<file path="config.mk">
export PLATFORM = sky130hd
export DESIGN_NAME = id_ex_stage_reg
export DESIGN_NICKNAME = d
export VERILOG_FILES = /design/src/rtl/riscv_pipe_pkg.sv /design/src/rtl/id_ex_stage_reg_load_use_detect.sv /design/src/rtl/id_ex_stage_reg.sv
export SDC_FILE = /design/constraint.sdc
export NUM_CORES = 1
export LEC_CHECK = 0
export CORE_MARGIN = 1.5
export CORE_UTILIZATION = 25
export CTS_CLUSTER_DIAMETER = 120
export DETAILED_ROUTE_END_ITERATION = 16
export HOLD_SLACK_MARGIN = 0.1
export SYNTH_ARGS = -nofsm -noshare
export SYNTH_HDL_FRONTEND = slang
export SYNTH_SLANG_ARGS = --single-unit
export TNS_END_PERCENT = 5
</file>
<file path="constraint.sdc">
create_clock -name clk -period 3.65 [get_ports clk]
set_input_delay 0.73 -clock clk [delete_from_list [all_inputs] [get_ports clk]]
set_output_delay 0.73 -clock clk [all_outputs]
set_load 0.05 [all_outputs]
</file>
<file path="src/rtl/riscv_pipe_pkg.sv">
// Shared decode-control types for the RV32 pipeline: control struct, ALU/WB selectors,
// the bubble constant and operand-usage helpers.
package riscv_pipe_pkg;

  localparam int XLEN_DEF = 32;

  typedef enum logic [3:0] {
    ALU_ADD  = 4'd0,
    ALU_SUB  = 4'd1,
    ALU_SLL  = 4'd2,
    ALU_SLT  = 4'd3,
    ALU_SLTU = 4'd4,
    ALU_XOR  = 4'd5,
    ALU_SRL  = 4'd6,
    ALU_SRA  = 4'd7,
    ALU_OR   = 4'd8,
    ALU_AND  = 4'd9
  } alu_op_t;

  typedef enum logic [1:0] {
    WB_ALU = 2'd0,
    WB_MEM = 2'd1,
    WB_PC4 = 2'd2
  } wb_sel_t;

  typedef struct packed {
    logic    is_LUI;
    logic    is_AUIPC;
    logic    is_B_type;
    logic    is_JAL;
    logic    is_R_type;
    logic    reg_wr;
    logic    mem_rd;
    logic    mem_wr;
    alu_op_t alu_op;
    wb_sel_t wb_sel;
  } ctrl_t;

  localparam ctrl_t CTRL_NOP = '{
    is_LUI:    1'b0,
    is_AUIPC:  1'b0,
    is_B_type: 1'b0,
    is_JAL:    1'b0,
    is_R_type: 1'b0,
    reg_wr:    1'b0,
    mem_rd:    1'b0,
    mem_wr:    1'b0,
    alu_op:    ALU_ADD,
    wb_sel:    WB_ALU
  };

  // U-type and JAL carry no rs1 field; only R, S (stores) and B read rs2.
  function automatic logic uses_rs1(input ctrl_t c);
    return !(c.is_LUI || c.is_AUIPC || c.is_JAL);
  endfunction

  function automatic logic uses_rs2(input ctrl_t c);
    return c.is_R_type || c.mem_wr || c.is_B_type;
  endfunction

endpackage

</file>
<file path="src/rtl/id_ex_stage_reg_load_use_detect.sv">
// Combinational load-use hazard detector: a load in EX whose destination is read by
// the instruction in ID.
module load_use_detect #(
  parameter int RIDX_W = 5
) (
  input  logic              ex_valid,
  input  logic              ex_mem_rd,
  input  logic [RIDX_W-1:0] ex_rd,
  input  logic              id_valid,
  input  logic [RIDX_W-1:0] id_rs1,
  input  logic [RIDX_W-1:0] id_rs2,
  input  logic              id_uses_rs1,
  input  logic              id_uses_rs2,
  output logic              load_use
);

  logic hit_rs1;
  logic hit_rs2;

  assign hit_rs1  = (ex_rd == id_rs1) && id_uses_rs1;
  assign hit_rs2  = (ex_rd == id_rs2) && id_uses_rs2;
  assign load_use = ex_valid && ex_mem_rd && (ex_rd != '0) && id_valid && (hit_rs1 || hit_rs2);

endmodule

</file>
<file path="src/rtl/id_ex_stage_reg.sv">
// ID->EX pipeline register with load-use stall, flush bubbles and, when
// ID_EX_RF_BYPASS_EN is defined, a WB->ID write-through operand bypass.
module id_ex_stage_reg
  import riscv_pipe_pkg::*;
#(
  parameter int XLEN   = XLEN_DEF,
  parameter int RIDX_W = 5
) (
  input  logic              clk,
  input  logic              rst_n,
  input  logic              id_valid,
  input  logic [XLEN-1:0]   id_pc,
  input  logic [XLEN-1:0]   id_rdata1,
  input  logic [XLEN-1:0]   id_rdata2,
  input  logic [XLEN-1:0]   id_imm,
  input  logic [RIDX_W-1:0] id_rs1,
  input  logic [RIDX_W-1:0] id_rs2,
  input  logic [RIDX_W-1:0] id_rd,
  input  ctrl_t             id_ctrl,
  input  logic              ex_flush,
`ifdef ID_EX_RF_BYPASS_EN
  input  logic              wb_we,
  input  logic [RIDX_W-1:0] wb_rd,
  input  logic [XLEN-1:0]   wb_data,
`endif
  output logic              ex_valid,
  output logic [XLEN-1:0]   ex_pc,
  output logic [XLEN-1:0]   ex_rdata1,
  output logic [XLEN-1:0]   ex_rdata2,
  output logic [XLEN-1:0]   ex_imm,
  output logic [RIDX_W-1:0] ex_rs1,
  output logic [RIDX_W-1:0] ex_rs2,
  output logic [RIDX_W-1:0] ex_rd,
  output ctrl_t             ex_ctrl,
  output logic              stall_fd
);

  logic              load_use;
  logic [XLEN-1:0]   opnd1_p0;
  logic [XLEN-1:0]   opnd2_p0;

  logic              vld_p1;
  logic [XLEN-1:0]   pc_p1;
  logic [XLEN-1:0]   rdata1_p1;
  logic [XLEN-1:0]   rdata2_p1;
  logic [XLEN-1:0]   imm_p1;
  logic [RIDX_W-1:0] rs1_p1;
  logic [RIDX_W-1:0] rs2_p1;
  logic [RIDX_W-1:0] rd_p1;
  ctrl_t             ctrl_p1;

  load_use_detect #(.RIDX_W(RIDX_W)) u_load_use_detect (
    .ex_valid    (vld_p1),
    .ex_mem_rd   (ctrl_p1.mem_rd),
    .ex_rd       (rd_p1),
    .id_valid    (id_valid),
    .id_rs1      (id_rs1),
    .id_rs2      (id_rs2),
    .id_uses_rs1 (uses_rs1(id_ctrl)),
    .id_uses_rs2 (uses_rs2(id_ctrl)),
    .load_use    (load_use)
  );

  assign stall_fd = load_use && !ex_flush;

  // ---- ID stage (p0): operand select ----
`ifdef ID_EX_RF_BYPASS_EN
  always_comb begin
    opnd1_p0 = id_rdata1;
    opnd2_p0 = id_rdata2;
    if (wb_we && (wb_rd != '0) && (wb_rd == id_rs1)) opnd1_p0 = wb_data;
    if (wb_we && (wb_rd != '0) && (wb_rd == id_rs2)) opnd2_p0 = wb_data;
  end
`else
  assign opnd1_p0 = id_rdata1;
  assign opnd2_p0 = id_rdata2;
`endif

  // ---- ID/EX boundary (p1): flush beats stall; a bubble keeps stale data but no side effects ----
  always_ff @(posedge clk or negedge rst_n) begin
    if (!rst_n) begin
      vld_p1    <= 1'b0;
      ctrl_p1   <= CTRL_NOP;
      pc_p1     <= '0;
      rdata1_p1 <= '0;
      rdata2_p1 <= '0;
      imm_p1    <= '0;
      rs1_p1    <= '0;
      rs2_p1    <= '0;
      rd_p1     <= '0;
    end else if (ex_flush || load_use) begin
      vld_p1  <= 1'b0;
      ctrl_p1 <= CTRL_NOP;
    end else begin
      vld_p1    <= id_valid;
      ctrl_p1   <= id_valid ? id_ctrl : CTRL_NOP;
      pc_p1     <= id_pc;
      rdata1_p1 <= opnd1_p0;
      rdata2_p1 <= opnd2_p0;
      imm_p1    <= id_imm;
      rs1_p1    <= id_rs1;
      rs2_p1    <= id_rs2;
      rd_p1     <= id_rd;
    end
  end

  assign ex_valid  = vld_p1;
  assign ex_pc     = pc_p1;
  assign ex_rdata1 = rdata1_p1;
  assign ex_rdata2 = rdata2_p1;
  assign ex_imm    = imm_p1;
  assign ex_rs1    = rs1_p1;
  assign ex_rs2    = rs2_p1;
  assign ex_rd     = rd_p1;
  assign ex_ctrl   = ctrl_p1;

endmodule

</file>
==> results.yml <==
synth:
  synth_top_area_frac: 0.663
  ys.flop_type: "dfrtp_1"
  synth_edf_count: 0
  yosysMostFrequentCell: "dfrtp_1"
  syn_area_sq_um: 5960
  synth_area_per_cell_sq_um: 16.7
  synth_area_leaders: "dfrtp_1 66%, mux2_2 14%, mux2_1 13%"
  netlist_instances: 356
  synth_seq_area_share: 0.663
  yosys.area.top_type: "dfrtp_1"
  async_reset_ff_frac: 1.00
  synth_warnings: 0
  synth_fp_nets: 517
  synth_seq_cells: 158
  synth.distinct_cells: 21
  synth.top_cells.by_count: "158 x dfrtp_1, 73 x mux2_2, 70 x mux2_1"
clocking:
  cts.reportedPaths.clkPinSlew_ns: 0.07
  cts_resized: 0
  root_buffer: "clkbuf_16"
  holdBufCountCts: 0
  clk_path_buf_depth: 2
  cts_tree: "built"
  cts_max_level: 4
  clock_latency_ns: 0.42
  cts_setup_buffers: 0
  cts.sinks: 158
  cts_buffers: 17
grt:
  grt.overflow.total: 0
  grt_max_degree: 74
  first_global_vias: 4627
  grt_first_pass_wirelength_mm: 25.0
  track_usage: 0.133
  antenna_found_initial: 0
setup_path:
  endpoint_kind: "output pin"
  crit_fanout: 3
  crit_path_start_kind: "primary input"
  required_ns: 2.92
  timing.rr.end: "ex_rdata1[28]"
  ff2ff_setup_slack_ns: 1.39
  arrival_ns: 2.45
  r2r-start: "ex_rd[2]"
  r2r_cells: 6
  path_class: "primary input to output pin"
timing:
  hold_viol_final: 0
  hold_ws_ns: 0.298
  grt_setup_unrepaired: "false"
  finalSetupTns_ns: 0
  slew-limit-headroom: 0.457
  fin_skew_ns: 0.0103
  post-route-min-period_ns: 3.18
  clock.fmax_mhz: 314
  finalCritPeriodShare: 0.872
  tightest_slew_ns: 0.815
  slew_viol_final: 0
  finalSetupViolCount: 0
placed_design:
  gp_congestion: 0.798
  portBuffers: 319
  place_inst: 981
  dpl.hpwl_mm: 12.4
detailed_routing:
  firstDrtPassIters: 4
  routed_wl_mm: 16.5
  viasPerCell: 4.12
  drc: 0
  drtIter0Drc: 107
  dr_total_vias: 4169
  detail_route.wl_per_cell_microns: 16.3
  drtAntennaViolNets: 0
floorplan:
  start_util: 0.255
  core_sq_um: 23400
  rows: 56
  die_w_microns: 157
  die_h_microns: 157
  die_area_sq_um: 24800
  ios: 320
finish:
  layout-drive-gt1-share: 0.163
  final_cells: 1013
  seq_area_sq_um: 3950
  multi_input_area_sq_um: 1880
  nFillCells: 2207
  nets: 842
  area_delta_synth_final_pct: 68.9
  diodes: 0
run:
  maxCapViolCount: 0
pwr:
  p_per_area_nw_per_um2: 506
  peakVddDrop_uv: 240
  power.leakage_uw: 0.00408
outcome:
  status: "finished, final reports clean"
hold_path:
  hold_path_class: "primary input to asynchronous set/reset pin"
## metrics by stage
step / worst slack, ns / utilization / instance area, sq um / power, uW
global route: 0.424 / 0.430 / 10100 / 5330
global placement: 0.524 / 0.406 / 9500 / 3430
CTS: 0.472 / 0.430 / 10100 / 5200
finish: 0.465 / 0.430 / 10100 / 5100
floorplan: 0.784 / - / 5960 / 2820
detailed placement: 0.483 / 0.406 / 9500 / 3450
## power breakdown
part           switching (uW)  total (uW)  internal (uW)
clock                     786        1700            914
combinational             829        1390            561
sequential               92.6        2010           1920
total                    1710        5100           3390
## critical path, cell delays in order
cell and delay, ns:
clkdlybuf4s50_1 0.44, xor2_1 0.15, or4_1 0.44, o22ai_2 0.22, nand2_1 0.08, nor2_1 0.22, buf_12 0.17
## cells in the final DEF (no fill, tap or decap), drive strengths merged
cell type	synthesis	routed
clkinvlp	0	3
buf	16	6
o22ai	1	1
nand2b	1	1
and2	14	14
mux2	143	143
o31ai	1	1
nand4	2	2
xnor2	9	9
dfrtp	158	158
clkbuf	1	18
nand2	1	1
xor2	1	1
or4	1	1
nor2	2	2
a21oi	3	3
inv	0	6
nor3	1	1
nand3	1	1
clkinv	0	5
clkdlybuf4s50	0	317
## worst max path at each step
stage                     startpoint  depth (start not counted)        to  slack, ns
final                      id_rs1[2]                          7  stall_fd       0.47
after global routing       id_rs1[2]                          7  stall_fd       0.42
after CTS                  id_rs1[2]                          7  stall_fd       0.47
after detailed placement   id_rs1[2]                          7  stall_fd       0.48
after global placement     id_rs1[2]                          7  stall_fd       0.52
after floorplan            id_rs1[2]                          5  stall_fd       0.78
## routing by layer
metal	global-route usage	up-vias	routed length [microns]
li1	-	1892	-
met1	0.144	2054	6290
met2	0.229	202	8280
met3	0.0589	21	1650
met4	0.0467	0	325
met5	0	-	0
## flip-flops by register name (all words and copies together) (netlist names)
signal,flops
ex_pc,32
ex_ctrl,14
ex_rs2,5
ex_imm,32
ex_rd,5
ex_rdata1,32
ex_rdata2,32
ex_valid,1
ex_rs1,5
## area by class of cell
cell class                 instances  share of cell area
clock buffer                      18              0.0436
clock inverter                    14              0.0127
multi-input combinational        181               0.187
sequential                       158               0.393
tap                              319              0.0396
timing repair buffer             323               0.325
## cell families after synthesis
family	count (synthesis)	synth area share
XOR/XNOR	10	0.0147
flip-flops	158	0.663
AND/OR/NAND/NOR	23	0.0227
buffers and inverters	17	0.0229
AO/OA/AOI/OAI	5	0.00651
multiplexers	143	0.270
(Power assumes the default switching activity.)
